`config.mk`:
```
export PLATFORM = sky130hd
export DESIGN_NAME = dequant_page_ctrl_flat
export DESIGN_NICKNAME = d
export VERILOG_FILES = /design/src/rtl/dequant_page_if.sv /design/src/rtl/dequant_page_ctrl.sv /design/src/flat_wrapper.sv
export SDC_FILE = /design/constraint.sdc
export NUM_CORES = 1
export LEC_CHECK = 0
export CAP_MARGIN = 20
export CORE_ASPECT_RATIO = 0.6
export CORE_MARGIN = 2
export CORE_UTILIZATION = 50
export DETAILED_ROUTE_END_ITERATION = 16
export PLACE_DENSITY = 0.75
export SYNTH_ARGS = -nofsm -noshare
export SYNTH_HDL_FRONTEND = slang
export SYNTH_SLANG_ARGS = --single-unit
```
`constraint.sdc`:
```
create_clock -name clk -period 2.1 [get_ports clk]
set_input_delay 0.63 -clock clk [delete_from_list [all_inputs] [get_ports clk]]
set_output_delay 0.63 -clock clk [all_outputs]
set_load 0.01 [all_outputs]
```
`src/rtl/dequant_page_if.sv`:
```
// Handshake bundle between the dequant page controller and its producer/consumer/port-B
// neighbours. master = the surrounding datapath, slave = the page controller.
interface dequant_page_if;
    // Level/pulse semantics: prod_start is honoured only in a cycle where prod_ready=1
    // (otherwise prod_err pulses); cons_ack is honoured only while cons_valid=1; prod_done
    // and cons_done are single-cycle pulses ending the owner's tenure of its page.
    logic       flush;
    logic       prod_start;
    logic       prod_ready;
    logic       prod_page;
    logic       prod_busy;
    logic       prod_done;
    logic       cons_valid;
    logic       cons_page;
    logic       cons_ack;
    logic       cons_done;
    logic       clr_we;
    logic [8:0] clr_addr;
    logic       prod_err;

    modport master (
        output flush, prod_start, prod_done, cons_ack, cons_done,
        input  prod_ready, prod_page, prod_busy, cons_valid, cons_page,
               clr_we, clr_addr, prod_err
    );

    modport slave (
        input  flush, prod_start, prod_done, cons_ack, cons_done,
        output prod_ready, prod_page, prod_busy, cons_valid, cons_page,
               clr_we, clr_addr, prod_err
    );
endinterface

```
`src/rtl/dequant_page_ctrl.sv`:
```
// Ping-pong page manager for the dequantizer result RAM: hands empty pages to the writer,
// full pages (in order) to the IDCT reader, and zero-fills released pages via port B.
module dequant_page_ctrl #(
    parameter int BLK_WORDS = 64
) (
    input  logic         clk,
    input  logic         srst,
    dequant_page_if.slave pif,
    output logic [5:0]   dbg_state    // {page1, page0}: EMPTY=0 FILL=1 FULL=2 READ=3 CLEAR=4
);
    localparam int IDX_W = (BLK_WORDS > 1) ? $clog2(BLK_WORDS) : 1;
    localparam logic [IDX_W-1:0] IDX_LAST = IDX_W'(BLK_WORDS - 1);

    typedef enum logic [2:0] {
        PG_EMPTY = 3'd0,
        PG_FILL  = 3'd1,
        PG_FULL  = 3'd2,
        PG_READ  = 3'd3,
        PG_CLEAR = 3'd4
    } pg_state_e;

    pg_state_e        st_q [2];
    pg_state_e        st_n [2];
    logic             wr_ptr_q, wr_ptr_n;
    logic             rd_ptr_q, rd_ptr_n;
    logic             busy_q, busy_n;
    logic             page_q, page_n;
    logic             err_q, err_n;
    logic             init_q, init_n;
    logic [IDX_W-1:0] idx_q, idx_n;
    // Release-ordered queue of pages awaiting zero-fill; entry 0 is being cleared.
    logic             clrq_q [2];
    logic             clrq_n [2];
    logic [1:0]       cnt_q, cnt_n;

    logic any_read;
    logic prod_ready;
    logic cons_valid;
    logic clr_we;

    assign any_read   = (st_q[0] == PG_READ) || (st_q[1] == PG_READ);
    // init_q keeps the producer out until the post-reset zero-fill of both pages is over.
    assign prod_ready = init_q && !busy_q && (st_q[wr_ptr_q] == PG_EMPTY);
    assign cons_valid = (st_q[rd_ptr_q] == PG_FULL);
    // Port B belongs to the consumer while any page is READ; the clear simply stalls.
    assign clr_we     = (cnt_q != 2'd0) && !any_read;

    assign pif.prod_ready = prod_ready;
    assign pif.prod_page  = page_q;
    assign pif.prod_busy  = busy_q;
    assign pif.cons_valid = cons_valid;
    assign pif.cons_page  = rd_ptr_q;
    assign pif.clr_we     = clr_we;
    assign pif.clr_addr   = (cnt_q != 2'd0) ? {2'b00, clrq_q[0], 6'(idx_q)} : 9'd0;
    assign pif.prod_err   = err_q;
    assign dbg_state      = {st_q[1], st_q[0]};

    always_comb begin
        st_n     = st_q;
        clrq_n   = clrq_q;
        cnt_n    = cnt_q;
        idx_n    = idx_q;
        wr_ptr_n = wr_ptr_q;
        rd_ptr_n = rd_ptr_q;
        busy_n   = busy_q;
        page_n   = page_q;
        err_n    = 1'b0;
        init_n   = init_q;

        if (pif.flush) begin
            // Rebuild the clear queue from scratch: the page the reader owns goes first.
            cnt_n = 2'd0;
            if (st_q[rd_ptr_q] != PG_EMPTY) begin
                st_n[rd_ptr_q] = PG_CLEAR;
                clrq_n[0]      = rd_ptr_q;
                cnt_n          = 2'd1;
            end
            if (st_q[~rd_ptr_q] != PG_EMPTY) begin
                st_n[~rd_ptr_q]    = PG_CLEAR;
                clrq_n[cnt_n[0]]   = ~rd_ptr_q;
                cnt_n              = cnt_n + 2'd1;
            end
            wr_ptr_n = 1'b0;
            rd_ptr_n = 1'b0;
            busy_n   = 1'b0;
            idx_n    = '0;
        end else begin
            if (clr_we) begin
                if (idx_q == IDX_LAST) begin
                    st_n[clrq_q[0]] = PG_EMPTY;
                    clrq_n[0]       = clrq_q[1];
                    cnt_n           = cnt_q - 2'd1;
                    idx_n           = '0;
                end else begin
                    idx_n = idx_q + 1'b1;
                end
            end

            if (pif.prod_start) begin
                if (prod_ready) begin
                    st_n[wr_ptr_q] = PG_FILL;
                    busy_n         = 1'b1;
                    page_n         = wr_ptr_q;
                end else begin
                    err_n = 1'b1;
                end
            end

            if (pif.prod_done && busy_q && (st_q[page_q] == PG_FILL)) begin
                st_n[page_q] = PG_FULL;
                wr_ptr_n     = ~wr_ptr_q;
                busy_n       = 1'b0;
            end

            if (pif.cons_ack && cons_valid) begin
                st_n[rd_ptr_q] = PG_READ;
            end

            // Push after a possible pop above so a same-cycle finish/release keeps order.
            if (pif.cons_done && (st_q[rd_ptr_q] == PG_READ)) begin
                st_n[rd_ptr_q]   = PG_CLEAR;
                clrq_n[cnt_n[0]] = rd_ptr_q;
                cnt_n            = cnt_n + 2'd1;
                rd_ptr_n         = ~rd_ptr_q;
            end
        end

        if (cnt_n == 2'd0) begin
            init_n = 1'b1;
        end
    end

    always_ff @(posedge clk) begin
        if (srst) begin
            st_q[0]   <= PG_CLEAR;
            st_q[1]   <= PG_CLEAR;
            clrq_q[0] <= 1'b0;
            clrq_q[1] <= 1'b1;
            cnt_q     <= 2'd2;
            idx_q     <= '0;
            wr_ptr_q  <= 1'b0;
            rd_ptr_q  <= 1'b0;
            busy_q    <= 1'b0;
            page_q    <= 1'b0;
            err_q     <= 1'b0;
            init_q    <= 1'b0;
        end else begin
            st_q      <= st_n;
            clrq_q    <= clrq_n;
            cnt_q     <= cnt_n;
            idx_q     <= idx_n;
            wr_ptr_q  <= wr_ptr_n;
            rd_ptr_q  <= rd_ptr_n;
            busy_q    <= busy_n;
            page_q    <= page_n;
            err_q     <= err_n;
            init_q    <= init_n;
        end
    end
endmodule

```
`src/flat_wrapper.sv`:
```
// flat-port wrapper written by rule: the top's interface ports become plain ports
module dequant_page_ctrl_flat 
#(
    parameter int BLK_WORDS = 64
)
  (clk, srst, dbg_state, pif_flush, pif_prod_start, pif_prod_done, pif_cons_ack, pif_cons_done, pif_prod_ready, pif_prod_page, pif_prod_busy, pif_cons_valid, pif_cons_page, pif_clr_we, pif_clr_addr, pif_prod_err);
  dequant_page_if pif_i ();
  input  logic clk;
  input  logic srst;
  output logic [5:0] dbg_state;
  input wire logic [$bits(pif_i.flush)-1:0] pif_flush;
  input wire logic [$bits(pif_i.prod_start)-1:0] pif_prod_start;
  input wire logic [$bits(pif_i.prod_done)-1:0] pif_prod_done;
  input wire logic [$bits(pif_i.cons_ack)-1:0] pif_cons_ack;
  input wire logic [$bits(pif_i.cons_done)-1:0] pif_cons_done;
  output wire logic [$bits(pif_i.prod_ready)-1:0] pif_prod_ready;
  output wire logic [$bits(pif_i.prod_page)-1:0] pif_prod_page;
  output wire logic [$bits(pif_i.prod_busy)-1:0] pif_prod_busy;
  output wire logic [$bits(pif_i.cons_valid)-1:0] pif_cons_valid;
  output wire logic [$bits(pif_i.cons_page)-1:0] pif_cons_page;
  output wire logic [$bits(pif_i.clr_we)-1:0] pif_clr_we;
  output wire logic [$bits(pif_i.clr_addr)-1:0] pif_clr_addr;
  output wire logic [$bits(pif_i.prod_err)-1:0] pif_prod_err;
  assign pif_i.flush = pif_flush;
  assign pif_i.prod_start = pif_prod_start;
  assign pif_i.prod_done = pif_prod_done;
  assign pif_i.cons_ack = pif_cons_ack;
  assign pif_i.cons_done = pif_cons_done;
  assign pif_prod_ready = pif_i.prod_ready;
  assign pif_prod_page = pif_i.prod_page;
  assign pif_prod_busy = pif_i.prod_busy;
  assign pif_cons_valid = pif_i.cons_valid;
  assign pif_cons_page = pif_i.cons_page;
  assign pif_clr_we = pif_i.clr_we;
  assign pif_clr_addr = pif_i.clr_addr;
  assign pif_prod_err = pif_i.prod_err;
  dequant_page_ctrl #(.BLK_WORDS(BLK_WORDS)) u_core (.clk(clk), .srst(srst), .pif(pif_i), .dbg_state(dbg_state));
endmodule
```
Word-level counts from Yosys, hierarchy flattened. Cells that the tools add are included.

RAM bits: 0. Output and inout port bits: 22. Latch bits: 0. Memories kept: 0. Memory bits (read-only): 0. Bits in registers: 22.

Eq/ne operators: 7. Divide/modulo/power cells: 0. Add/sub/neg operators: 4. Shift-type cells: 0. Multipliers: 0. Reduce and logical (&&, ||, !) cells: 29. Bitwise gates (word level): 30. $lt $le $gt $ge: 14. Mux-type cells: 62.

Operators with widths (number): two-way mux 6 bit (16); two-way mux 3 bit (17); AND 4 bit (5); two-way mux 2 bit (10); inverter 4 bit (4); demux 3 bit (select 1 bit) (5); >= comparator 2 bit, second input constant (7); logical AND 1 bit (14); < comparator 2 x 1 -> 1 bit, second input constant (7); inverter 1 -> 2 bit (7); == test 3 x 2 -> 1 bit, second input constant (4); bitwise OR 2 bit (5); two-way mux 1 bit (9); two-way mux 7 bit (1); adder 6 x 1 -> 6 bit, second input constant (1); AND 6 bit (1); == test 6 bit, second input constant (1); inverter 6 bit (1); nonzero test 3 bit (2); OR reduction 3 bit (2); adder 2 x 1 -> 2 bit, second input constant (2); bitwise mux 2 bit (2); inverter 1 bit (4); bitwise OR 4 bit (1); other kinds (14) (18).

Logic depth before layout (Yosys ltp).
Word-level depth: 23. Depth in mapped cells: 8.

Least setup slack after synthesis. Ideal clock, no wire load.

Path kind: input to register. Start point: in pif_flush. End point: reg u_core.init_q. Slack: 259 ps. Buffers on the path: 2. Stages on the path: 6. Arrival time: 1768 ps. Setup time: 73 ps. Cells stage by stage: buf_4 > or2_2 > clkbuf_1 > a2111oi_1 > a211oi_2 > o22ai_2.

Longest elaborated chain between the ends: 2.

Ends and longest elaborated chain: start, declared (line flat_wrapper.sv:11) `input wire logic [$bits(pif_i.flush)-1:0] pif_flush;`; two-way mux 2 bit (line dequant_page_ctrl.sv:70) `if (pif.flush) begin`; logical NOT 2 bit (line dequant_page_ctrl.sv:128) `if (cnt_n == 2'd0) begin`; end signal, assigned (line dequant_page_ctrl.sv:157) `init_q <= init_n;`; end, declared (line dequant_page_ctrl.sv:29) `logic init_q, init_n;`.

No other way between the ends. A chain may end at the register's enable or synchronous reset.

Worst setup path after layout.
Start point: reg u_core.st_q, in the netlist u_core.dbg_state[0]. End point: out pif_clr_we.

Longest elaborated chain between the ends: 4.

Ends and longest elaborated chain: start, declared (line dequant_page_ctrl.sv:22) `pg_state_e st_q [2];`; start signal, assigned (line dequant_page_ctrl.sv:148) `st_q <= st_n;`; == test 3 x 2 -> 1 bit (line dequant_page_ctrl.sv:41) `assign any_read = (st_q[0] == PG_READ) || (st_q[1] == PG_READ);`; logical OR 1 bit (line dequant_page_ctrl.sv:41); logical NOT 1 bit (line dequant_page_ctrl.sv:46) `assign clr_we = (cnt_q != 2'd0) && !any_read;`; logical AND 1 bit (line dequant_page_ctrl.sv:46); end, declared (line flat_wrapper.sv:21) `output wire logic [$bits(pif_i.clr_we)-1:0] pif_clr_we;`.

No other way between the ends.

==> run summary <==
status -> finished clean
Inserted Clock Buffers -> 3
WP data arrival -> 1.44 ns
Most Crowded Layer GR -> met2
Compound-Gate Fraction of Synth Area -> 17.8%
H-tree depth -> 1
Via Count -> 1,526
hold buffers post-CTS -> 0
number of port buffers -> 26
Clock Tree Buf Depth -> 2
fraction of layout cells with a size suffix above 1 -> 22.3%
worst-skew pair later-pin latency -> 0.27 ns
Synth Instances -> 166
Hold WS -> 0.537 ns
Peak Freq -> 482 MHz
Finish-stage setup viols -> 0
WS Path Type -> reg2out
critical path capture point type -> output port
reg-to-reg endpoint -> u_core.init_q$_SDFFE_PP0N_
Setup crit start -> u_core.dbg_state[0]$_SDFF_PP0_
Post-synth EDFFs -> 0
Critical Path Fanout Max -> 8
drc violations -> 0
Antenna Diode Count -> 0
vias in the first global route -> 1,446
synthesized-area fraction occupied by adder cells -> 2.84%
routing usage on met3 -> 9.07%
Worst EP required -> 1.47 ns
Worst Skew -> 0.00357 ns
hpwl dp -> 3080 µm
leakage power -> 0.762 nW
final hold violations -> 0
syn_area_per_cell -> 7.96 µm²
Hold Path Class -> reg2reg
drt total wl -> 4260 µm
fin crit share -> 98.8%
Clock transition at path regs -> 0.08 ns
DIE WIDTH -> 70.4 µm
met2 Resource Use GR -> 42.5%
CTS tree -> built
maxcap violations -> 0
Overflow after GRT -> 0
Post-Synth XOR/XNOR Area -> 3.98%
routed vias/inst -> 6.18
chip height -> 43.8 µm
commonest register cell after synthesis -> dfxtp_1
CP startpoint kind -> flop
clock sink count -> 22
Slew Viols, Final -> 0
Power Density -> 483 mW/mm²
Overall Global Routing Usage -> 28.4%
FF+latch count, synth -> 22
largest family of logic cells by synthesized area -> simple AND/OR/NAND/NOR gates
part of the Yosys area used for sequential elements -> 33.3%
TritonRoute pass-1 iters -> 4
Root Driver -> clkbuf_8
Placer Congestion -> 0.960
first-pass GRT wire length -> 6780 µm
reg2reg start -> u_core.cnt_q[0]$_SDFF_PP0_
Critical Path End -> pif_clr_we
IO Pins -> 29
DR iter-0 viols -> 183
nets@finish -> 226
post-synthesis cell type count -> 52
Period minus WS final -> 2.07 ns
Max VDD drop -> 0.373 mV
total number of yosys warnings -> 0
wire length per cell -> 17.2 µm
die area -> 0.00308 mm²
mux cell area share after synthesis -> 0.758%
P&R area growth vs syn -> 41.4%
Simple-Gate Fraction of Synth Area -> 35.0%
Core ar. -> 0.00250 mm²
M1 GR Usage -> 39.2%
Reg2Reg Depth -> 7
initial core utilization -> 52.7%
largest net degree at the start of global routing -> 14
non-filler cells, final -> 247
DP Cell Count -> 242
setup slack, reg-to-reg -> 0.11 ns
# rows -> 14
post-synthesis instance area -> 0.00132 mm²
Post-synth ARST share -> 0%
antenna violations before repair -> 0
antenna-violating nets left -> 0
==> metrics by stage <==
step / instance area [µm²] / setup TNS, ns / setup WS [ns] / util (%) / power (mW)
3_3_place_gp: 1770 / -0.106 / -0.0574 / 70.6 / 0.503
6_report: 1870 / 0 / 0.0261 / 74.6 / 0.902
3_5_place_dp: 1770 / -0.236 / -0.104 / 70.6 / 0.505
5_1_grt: 1870 / -0.0183 / -0.0183 / 74.6 / 0.929
2_1_floorplan: 1330 / 0 / 0.259 / - / 0.470
4_1_cts: 1860 / 0 / 0.0385 / 74.1 / 0.897
==> cell usage in the layout (no fill, tap or decap), types with 3 or more instances in the layout <==
master / count
dfxtp_1: 18
buf_4: 26
nor2b_1: 3
and2b_1: 5
clkdlybuf4s50_1: 16
a21o_1: 3
dlygate4sd2_1: 7
a21oi_1: 6
nor3_1: 6
nor4_1: 3
clkbuf_8: 3
inv_1: 8
nor2_1: 18
a31oi_1: 7
dfxtp_2: 4
xor2_1: 5
nand3_1: 9
nand2_1: 15
nand4_1: 3
==> cell usage after synthesis (2+ instances only) <==
| library cell | instances | area (µm²) |
|---|---|---|
| a211oi_2 | 2 | 25.0 |
| a21o_1 | 3 | 22.5 |
| a21oi_1 | 6 | 30.0 |
| a31oi_1 | 7 | 43.8 |
| and2_1 | 2 | 12.5 |
| and2b_1 | 5 | 37.5 |
| and3_1 | 2 | 12.5 |
| buf_2 | 3 | 15.0 |
| buf_4 | 3 | 22.5 |
| clkbuf_1 | 2 | 7.51 |
| dfxtp_1 | 22 | 440 |
| ha_1 | 3 | 37.5 |
| inv_1 | 8 | 30.0 |
| nand2_1 | 15 | 56.3 |
| nand2b_1 | 2 | 12.5 |
| nand3_1 | 9 | 45.0 |
| nand3b_1 | 2 | 15.0 |
| nand4_1 | 3 | 18.8 |
| nor2_1 | 18 | 67.6 |
| nor2b_1 | 3 | 18.8 |
| nor3_1 | 7 | 35.0 |
| nor4_1 | 4 | 25.0 |
| o21ai_1 | 2 | 10.0 |
| xor2_1 | 5 | 43.8 |
==> metal layers <==
metal / vias to the layer above / routed length, µm
met1: 725 / 1890
met3: 15 / 410
li1: 695 / -
met5: - / 0
met2: 91 / 1880
met4: 0 / 76
==> registers in the layout, summed over array words and instances, names as in the netlist <==
| register | flops |
|---|---|
| u_core.init_q | 1 |
| u_core.pif.prod_err | 1 |
| u_core.dbg_state | 6 |
| u_core.pif.prod_busy | 1 |
| u_core.idx_q | 6 |
| u_core.cnt_q | 2 |
| u_core.pif.cons_page | 1 |
| u_core.wr_ptr_q | 1 |
| u_core.clrq_q | 2 |
| u_core.pif.prod_page | 1 |
==> area by class of cell <==
cell class                      count  area [µm²]
Inverter                            9        33.8
Timing Repair Buffer               52         437
Tap cell                           32        40.0
Clock inverter                      1        30.0
Sequential cell                    22         445
Fill cell                         190         637
Multi-Input combinational cell    128         841
Clock buffer                        3        41.3
==> worst max-delay path: stages (launching register included) <==
cell,delay [ns]
dfxtp_1,0.42
buf_4,0.20
nand3b_1,0.12
and3b_1,0.21
clkdlybuf4s15_1,0.23
==> cells by family after synthesis <==
family,Yosys count
other cells,1
simple gates,84
compound gates,32
mux,1
fa+ha+maj,3
flops,22
xor+xnor,6
buf+inv,17
==> where the power goes <==
group | leakage (nW) | internal (mW) | switching [mW]
Clock | 0.0357 | 0.255 | 0.151
Combinational | 0.547 | 0.0337 | 0.0374
Sequential | 0.179 | 0.421 | 0.00456
==> worst min path at each step <==
stage / cells after the start / from / end
after detailed placement: 2 / u_core.init_q$_SDFFE_PP0N_ / u_core.init_q$_SDFFE_PP0N_
after floorplan: 2 / u_core.idx_q[4]$_SDFFE_PP0N_ / u_core.idx_q[4]$_SDFFE_PP0N_
after global routing: 2 / u_core.idx_q[4]$_SDFFE_PP0N_ / u_core.idx_q[4]$_SDFFE_PP0N_
final: 2 / u_core.idx_q[4]$_SDFFE_PP0N_ / u_core.idx_q[4]$_SDFFE_PP0N_
after global placement: 2 / u_core.idx_q[4]$_SDFFE_PP0N_ / u_core.idx_q[4]$_SDFFE_PP0N_
after CTS: 2 / u_core.idx_q[4]$_SDFFE_PP0N_ / u_core.idx_q[4]$_SDFFE_PP0N_
==> what timing repair did <==
action,in CTS,in global routing
hold endpoints to repair,0,0
pin swaps,1,3
setup buffers,1,0
gates resized for setup,16,10
endpoints found under the setup margin,10,5
(Power assumes the default switching activity.)
